$ cat src/rtl/telemetria_pkg.sv
// Shared constants, FSM encoding and nibble-to-ASCII helper for the
// hexadecimal telemetry sender.
package telemetria_pkg;

    localparam logic [7:0] ASC_ZERO      = 8'h30;
    localparam logic [7:0] ASC_A         = 8'h41;
    localparam logic [7:0] ASC_ASTERISCO = 8'h2A;
    localparam logic [7:0] SEP_PADRAO    = 8'h2C;
    localparam logic [7:0] TERM_PADRAO   = 8'h23;

    typedef enum logic [2:0] {
        IDLE    = 3'd0,
        CARREGA = 3'd1,
        ENVIA   = 3'd2,
        ESPERA  = 3'd3,
        PROXIMO = 3'd4,
        FIM     = 3'd5
    } estado_t;

    typedef enum logic [2:0] {
        S_DIGITO     = 3'd0,
        S_SEPARADOR  = 3'd1,
        S_ASTERISCO  = 3'd2,
        S_CHK_ALTO   = 3'd3,
        S_CHK_BAIXO  = 3'd4,
        S_TERMINADOR = 3'd5
    } slot_t;

    function automatic logic [7:0] nibble_para_ascii(input logic [3:0] n);
        if (n < 4'd10)
            return ASC_ZERO + {4'h0, n};
        else
            return ASC_A + {4'h0, n} - 8'd10;
    endfunction

endpackage

$ cat src/rtl/telemetria_ascii_n_seletor.sv
// Combinational character selector: picks the ASCII byte for the
// current slot (hex digit, separator, checksum or terminator).
module seletor_caractere
    import telemetria_pkg::*;
#(
    parameter int         N_CH = 3,
    parameter int         W    = 12,
    parameter int         ND   = 3,
    parameter logic [7:0] SEP  = SEP_PADRAO,
    parameter logic [7:0] TERM = TERM_PADRAO
) (
    input  logic [N_CH*W-1:0] snapshot,
    input  logic [3:0]        canal,
    input  logic [2:0]        digito,
    input  slot_t             slot,
    input  logic [7:0]        soma,
    output logic [7:0]        caractere
);

    logic [4*ND-1:0] palavra;
    logic [3:0]      nibble;

    always_comb begin
        palavra        = '0;
        palavra[W-1:0] = snapshot[canal*W +: W];
        // digit 0 is the most significant nibble of the zero-padded word
        nibble         = palavra[(ND-1-int'(digito))*4 +: 4];
    end

    always_comb begin
        caractere = TERM;
        unique case (slot)
            S_DIGITO:     caractere = nibble_para_ascii(nibble);
            S_SEPARADOR:  caractere = SEP;
            S_ASTERISCO:  caractere = ASC_ASTERISCO;
            S_CHK_ALTO:   caractere = nibble_para_ascii(soma[7:4]);
            S_CHK_BAIXO:  caractere = nibble_para_ascii(soma[3:0]);
            S_TERMINADOR: caractere = TERM;
            default:      caractere = TERM;
        endcase
    end

endmodule

$ cat src/rtl/telemetria_ascii_n.sv
// Parametrised hex-ASCII telemetry sender driving tx_serial_8N1.
// Optional XOR checksum before the terminator: TELEMETRIA_CHECKSUM_EN.
module telemetria_ascii_n
    import telemetria_pkg::*;
#(
    parameter int         N_CH = 3,
    parameter int         W    = 12,
    parameter logic [7:0] SEP  = SEP_PADRAO,
    parameter logic [7:0] TERM = TERM_PADRAO
) (
    input  logic              clock,
    input  logic              reset,
    input  logic              iniciar,
    input  logic [N_CH*W-1:0] dados,
    input  logic              pronto_tx,
    output logic              partida_tx,
    output logic [7:0]        caractere,
    output logic              ocupado,
    output logic              fim_mensagem,
    output logic [2:0]        db_estado
);

    localparam int         ND     = (W + 3) / 4;
    localparam logic [2:0] ND_ULT = 3'(ND - 1);
    localparam logic [3:0] CH_ULT = 4'(N_CH - 1);

    estado_t           estado, prox;
    slot_t             slot;
    logic [N_CH*W-1:0] snapshot;
    logic [3:0]        canal;
    logic [2:0]        digito;
    logic [7:0]        soma;
    logic [7:0]        car_sel;

`ifndef TELEMETRIA_CHECKSUM_EN
    assign soma = 8'h00;
`endif

    seletor_caractere #(
        .N_CH (N_CH),
        .W    (W),
        .ND   (ND),
        .SEP  (SEP),
        .TERM (TERM)
    ) u_seletor (
        .snapshot  (snapshot),
        .canal     (canal),
        .digito    (digito),
        .slot      (slot),
        .soma      (soma),
        .caractere (car_sel)
    );

    always_ff @(posedge clock or posedge reset) begin
        if (reset) begin
            estado    <= IDLE;
            snapshot  <= '0;
            canal     <= '0;
            digito    <= '0;
            slot      <= S_DIGITO;
            caractere <= 8'h00;
`ifdef TELEMETRIA_CHECKSUM_EN
            soma      <= 8'h00;
`endif
        end else begin
            estado <= prox;
            unique case (estado)
                IDLE: if (iniciar) begin
                    snapshot <= dados;
                    canal    <= '0;
                    digito   <= '0;
                    slot     <= S_DIGITO;
`ifdef TELEMETRIA_CHECKSUM_EN
                    soma     <= 8'h00;
`endif
                end
                CARREGA: caractere <= car_sel;
                PROXIMO: begin
`ifdef TELEMETRIA_CHECKSUM_EN
                    // only text before '*' enters the checksum
                    if (slot == S_DIGITO || slot == S_SEPARADOR)
                        soma <= soma ^ caractere;
`endif
                    unique case (slot)
                        S_DIGITO: begin
                            if (digito == ND_ULT) begin
                                digito <= '0;
                                if (canal != CH_ULT)
                                    slot <= S_SEPARADOR;
                                else
`ifdef TELEMETRIA_CHECKSUM_EN
                                    slot <= S_ASTERISCO;
`else
                                    slot <= S_TERMINADOR;
`endif
                            end else begin
                                digito <= digito + 3'd1;
                            end
                        end
                        S_SEPARADOR: begin
                            canal <= canal + 4'd1;
                            slot  <= S_DIGITO;
                        end
                        S_ASTERISCO: slot <= S_CHK_ALTO;
                        S_CHK_ALTO:  slot <= S_CHK_BAIXO;
                        default:     slot <= S_TERMINADOR;
                    endcase
                end
                default: ;
            endcase
        end
    end

    always_comb begin
        prox         = estado;
        partida_tx   = 1'b0;
        ocupado      = 1'b0;
        fim_mensagem = 1'b0;
        unique case (estado)
            IDLE: if (iniciar) prox = CARREGA;
            CARREGA: begin
                ocupado = 1'b1;
                prox    = ENVIA;
            end
            ENVIA: begin
                ocupado    = 1'b1;
                partida_tx = 1'b1;
                prox       = ESPERA;
            end
            ESPERA: begin
                ocupado = 1'b1;
                if (pronto_tx)
                    prox = (slot == S_TERMINADOR) ? FIM : PROXIMO;
            end
            PROXIMO: begin
                ocupado = 1'b1;
                prox    = CARREGA;
            end
            FIM: begin
                fim_mensagem = 1'b1;
                prox         = IDLE;
            end
            default: prox = IDLE;
        endcase
    end

    assign db_estado = estado;

endmodule

$ cat config.mk
export PLATFORM = sky130hd
export DESIGN_NAME = telemetria_ascii_n
export DESIGN_NICKNAME = d
export VERILOG_FILES = /design/src/rtl/telemetria_pkg.sv /design/src/rtl/telemetria_ascii_n_seletor.sv /design/src/rtl/telemetria_ascii_n.sv
export SDC_FILE = /design/constraint.sdc
export NUM_CORES = 1
export LEC_CHECK = 0
export BUFFER_PORTS_ARGS = -buffer_cell sky130_fd_sc_hd__buf_2
export CAP_MARGIN = 10
export CORE_AREA = 2 2 75 77
export CTS_BUF_LIST = sky130_fd_sc_hd__clkbuf_8
export CTS_CLUSTER_DIAMETER = 100
export CTS_CLUSTER_SIZE = 12
export DETAILED_ROUTE_END_ITERATION = 12
export DIE_AREA = 0 0 77 79
export HOLD_SLACK_MARGIN = 0.15
export PLACE_DENSITY = 0.8
export SYNTH_ARGS = -nofsm -noshare
export SYNTH_HDL_FRONTEND = slang
export SYNTH_SLANG_ARGS = --single-unit
$ cat constraint.sdc
create_clock -name clock -period 4 [get_ports clock]
set_input_delay 0.4 -clock clock [delete_from_list [all_inputs] [get_ports clock]]
set_output_delay 0.4 -clock clock [all_outputs]
set_load 0.005 [all_outputs]
== After elaboration in Yosys (flattened, before gate mapping) ==
Index checks and enable logic that the tools add are counted.
Word-level totals
  register bits after elaboration: 57
  output and inout port bits: 14
  input port bits: 40
  logic and storage cells: 63
Operators by class
  muxes and demuxes: 20
  shifts and indexed selects: 2
  $lt $le $gt $ge: 1
  multipliers: 1
  reduce and logical (&&, ||, !) cells: 10
  equality and inequality tests: 17
  $add $sub $neg: 6
Operators by type and width (number)
  36-bit by 9-bit indexed part select with 12-bit output: 1
  8-bit one-hot mux with 4 select lines: 1
  12-bit by 32-bit indexed part select with 4-bit output: 1
  3-bit 2-to-1 mux: 7
  3-bit by 2-bit equality test with 1-bit output (second input constant): 5
  3-bit one-hot mux with 5 select lines: 1
  3-bit equality test (second input constant): 4
  3-bit one-hot mux with 2 select lines: 2
  3-bit one-hot mux with 4 select lines: 1
  3-bit AND reduction: 3
  7-bit by 4-bit adder with 8-bit output (first input constant): 1
  4-bit 2-to-1 mux: 2
  8-bit 2-to-1 mux: 1
  4-bit one-hot mux with 2 select lines: 1
  8-bit by 4-bit subtractor with 8-bit output (second input constant): 1
  6-bit by 4-bit adder with 7-bit output (first input constant): 1
  3-bit by 1-bit equality test with 1-bit output (second input constant): 2
  3-bit logical NOT: 2
  4-bit by 2-bit multiplier with 6-bit output (second input constant): 1
  4-bit by 1-bit adder with 4-bit output (second input constant): 1
  4-bit less-than comparator (second input constant): 1
  1-bit 2-to-1 mux: 4
  2-bit by 1-bit != test with 1-bit output (second input constant): 2
  2-bit != test (second input constant): 2
  8 further kinds: 9

== Logic depth before layout (Yosys ltp) ==
  depth in word-level cells: 7
  gate-level depth with buffers: 14
  gate-level depth less buffers: 12

== Hierarchy ==
A second synthesis with hierarchy kept.
Unflattened totals
  cell total of the unflattened synthesis: 303
  area, all modules: 3300.7 µm²
By module, submodules not included
  telemetria_ascii_n: area an instance 2443.6 µm², times used 1, seq. area each 1426.4 µm², cells each 174
  seletor_caractere: area an instance 857.1 µm², times used 1, seq. area each 0.0 µm², cells each 129

== Least setup slack after synthesis ==
Ideal clock, no wire load.
  path type: flip-flop to flip-flop
  from: reg digito[0]
  to: reg caractere[2]
  setup slack: 1.218 ns
  buffers on the path: 2
  clock period less this slack: 2.782 ns
  library setup time: 0.124 ns
  data required time: 3.876 ns
  stages on the path, launching flop included: 13
  data arrival time: 2.658 ns
  path through: dfrtp_1 buf_2 inv_1 ha_1 buf_2 mux4_2 a221o_1 nand3_1 ha_1 inv_1 a211oi_2 xnor2_1 o21ai_1
Between the ends
  word-level cells in the longest chain between the ends: 6
  elaborated cells on any way between the ends: 8
  classes of those cells: add/sub: 4; order compare: 1; shift: 1; mux: 2
RTL lines
  start: declaration: RTL line telemetria_ascii_n.sv:31  | logic [2:0] digito;
  start signal: assignment: RTL line telemetria_ascii_n.sv:97  | digito <= digito + 3'd1;
  2-bit by 3-bit subtractor with 4-bit output *: RTL line telemetria_ascii_n_seletor.sv:27  | nibble = palavra[(ND-1-int'(digito))*4 +: 4];
  12-bit by 32-bit indexed part select with 4-bit output *: RTL line telemetria_ascii_n_seletor.sv:27
  7-bit by 4-bit adder with 8-bit output: RTL line telemetria_pkg.sv:33  | return ASC_A + {4'h0, n} - 8'd10;
  8-bit by 4-bit subtractor with 8-bit output: RTL line telemetria_pkg.sv:33
  8-bit 2-to-1 mux *: RTL line telemetria_pkg.sv:30  | if (n < 4'd10)
  8-bit one-hot mux with 4 select lines *: RTL line telemetria_ascii_n_seletor.sv:32  | unique case (slot)
  end signal: assignment: RTL line telemetria_ascii_n.sv:77  | CARREGA: caractere <= car_sel;
  end: declaration: RTL line telemetria_ascii_n.sv:17  | output logic [7:0] caractere,
Mark *: on every way between the ends. The rest lies on a longest branch, timed or not.
A chain may end at the register's enable or synchronous reset.

== Final worst setup path ==
Same ends and word-level chain as after synthesis.

==> key figures <==
Placement
  • IO Port Bufs: 52
  • Half-perimeter wire length after placement: 4190 microns
  • GP Congestion: 0.895
  • Cells after DPL: 445
  • DP Worst Slack: 884 ps

Global routing
  • Initial antenna violation count: 0
  • Grt ovf: 0
  • Largest net degree at the start of global routing: 57
  • Tot GR Track Use: 0.211
  • First-pass GRT wire length: 10200 microns
  • Number of global-route vias before repair: 2242

Floorplanning
  • Die Footprint: 0.00608 sq mm
  • Placeable core area: 0.00534 sq mm
  • Chip height: 79 microns
  • Initial core utilization: 0.547
  • Row count: 27
  • IO Count: 54
  • DIE WIDTH: 77 microns

STA
  • Slew HR: 0.393
  • RSZ-0062 raised after global routing: no
  • Highest clock rate: 319 MHz
  • Final Hold Violating Endpoints: 0
  • Slew @ Worst Pin: 908 ps
  • Layout Skew: 5.13 ps
  • Part of the cycle the worst path needs: 0.783
  • TNS Setup: 0 ps
  • Final Slew Violations: 0
  • Minimum clock period: 3130 ps
  • Final worst slack: 870 ps
  • Final setup vio count: 0

Synthesis
  • Syn_area_per_cell: 8.66 sq um
  • Cell area after synthesis: 0.00292 sq mm
  • Ranking of synthesized cells by area: dfrtp_1, nand2_1, mux2i_1
  • Synth top area share: 0.480
  • #FFs+latches synth: 56
  • Number of synthesized flops with an enable pin: 0
  • Post-synth ARST share: 1.00
  • Synth cell count leaders: nand2_1, dfrtp_1, nor2_1
  • Register area share after synthesis: 0.480
  • Syn nets: 383
  • Cell taking the most area after synthesis: dfrtp_1
  • Most frequent cell after synthesis: nand2_1
  • Synth warnings: 0
  • Ys flop type: dfrtp_1
  • Syn Inst Count: 337
  • Distinct cells, synth: 50

Min path
  • Worst hold path class: in -> async

Cells and area
  • Antenna diodes: 0
  • Syn-to-layout area delta: 13.8%
  • Fin cells: 453
  • Nets: 426
  • Filler cells: 493
  • Layout cells sized above 1: 0.197
  • Final core utilization: 0.623

Job
  • Max-cap violation count: 0

Clock tree
  • Num CTS Buffers: 5
  • Clk slew on worst S/H paths: 100 ps
  • CTS H-tree depth: 2
  • Post_cts resized: 0
  • CTS Hold Bufs: 0
  • CTS tree: done
  • TritonCTS sink count: 56
  • Clock latency on the worst-skew pair: 310 ps
  • Post-CTS Setup Inserts: 0
  • Max Root-Sink Buffers: 2
  • Clock tree root driver cell: clkbuf_8

Run status
  • Status: finished clean

Critical path
  • CP required: 4200 ps
  • Critical Path Fanout Max: 14
  • WS Path Type: reg -> reg
  • Crit end category: flop
  • CP Launch Type: flop
  • Worst EP arrival: 3330 ps

Power and ir drop
  • Leakage power total: 0.00164 uW
  • Cell Pwr Density: 808 mW/mm^2
  • Maximum VDD drop: 355 uV

Detailed routing
  • Routed len/inst: 13.1 microns
  • DRC Markers: 0
  • Iter 0 DRT Violations: 114
  • DRT antenna net count: 0
  • Detailed Routing Iterations Pass 1: 4
  • Final wirelength: 5930 microns
  • Via density: 5.23
  • Vias: 2369
-- kinds of logic after synthesis --
logic type / Yosys count / synth area share
AND/OR/NAND/NOR: 187 / 0.291
flip-flops: 56 / 0.480
AO/OA/AOI/OAI: 41 / 0.0977
buffers and inverters: 29 / 0.0424
multiplexers: 14 / 0.0527
adder cells (fa/ha/maj): 6 / 0.0257
XOR/XNOR: 3 / 0.00900
other: 1 / 0.00128
-- critical path, stage by stage (launching register included) --
cell and delay, ps:
dfrtp_1 650, inv_1 140, ha_1 510, mux4_2 550, a221o_1 380, nand3_1 120
ha_1 180, inv_1 50, a211oi_2 210, xnor2_1 140, o21ai_1 70
-- power breakdown --
part	total, uW	switching, uW	internal [uW]
clock network	369	183	185
logic	1290	733	555
registers	1030	228	802
total	2690	1140	1540
-- metrics by stage --
step | power, uW | instance area [sq um] | hold WS, ps
4_1_cts | 2700 | 3320 | 261
2_1_floorplan | 2010 | 2920 | 437
3_3_place_gp | 2270 | 3210 | 457
3_5_place_dp | 2320 | 3210 | 462
6_report | 2690 | 3320 | 257
5_1_grt | 2920 | 3320 | 267
-- area by class of cell --
class / instances / area [sq um] / area share
well taps: 72 / 90.1 / 0.0271
clock inverters: 3 / 42.5 / 0.0128
multi-input cells: 252 / 1400 / 0.421
inverters: 10 / 37.5 / 0.0113
clock buffers: 5 / 68.8 / 0.0207
flip-flops and latches: 56 / 1400 / 0.422
repair buffers: 55 / 283 / 0.0851
-- routing by layer --
layer,share of wire,vias to the layer above,wire (microns),GRT usage
met5,0,-,0,0
met4,0.013,0,80,0.0696
met3,0.040,8,240,0.0443
met2,0.49,59,2930,0.357
met1,0.45,1088,2670,0.274
li1,-,1214,-,-
-- placed cells by master (no fill, tap or decap), types with 5 or more instances in the layout --
| cell | netlist | routed |
|---|---|---|
| ha_1 | 6 | 6 |
| nand3_1 | 11 | 11 |
| buf_2 | 6 | 52 |
| o21ai_0 | 11 | 11 |
| dfrtp_1 | 56 | 56 |
| nor3_1 | 6 | 6 |
| nand2_1 | 124 | 124 |
| clkbuf_8 | 0 | 5 |
| inv_1 | 9 | 8 |
| nor2_1 | 15 | 15 |
| mux2i_1 | 12 | 12 |
| nor2b_1 | 8 | 8 |
-- path summary, 6_finish.rpt --
| path | cells after the start | endpoint | slack [ps] | startpoint |
|---|---|---|---|---|
| max | 10 | caractere[2] | 870 | digito[0] |
| min | 3 | db_estado[1] | 260 | reset |
| max reg2reg | 10 | caractere[2] | 870 | digito[0] |
| min reg2reg | 2 | snapshot[9] | 480 | snapshot[9] |
| max in group asynchronous | 3 | caractere[5] | 3280 | reset |
| min in group clock | 3 | snapshot[26] | 270 | dados[26] |
-- registers in the layout, summed over array words and instances, names as in the netlist --
register,cells
canal,4
caractere,7
db_estado,3
digito,3
slot,3
snapshot,36
No activity file was read; power rests on OpenSTA's default activity.
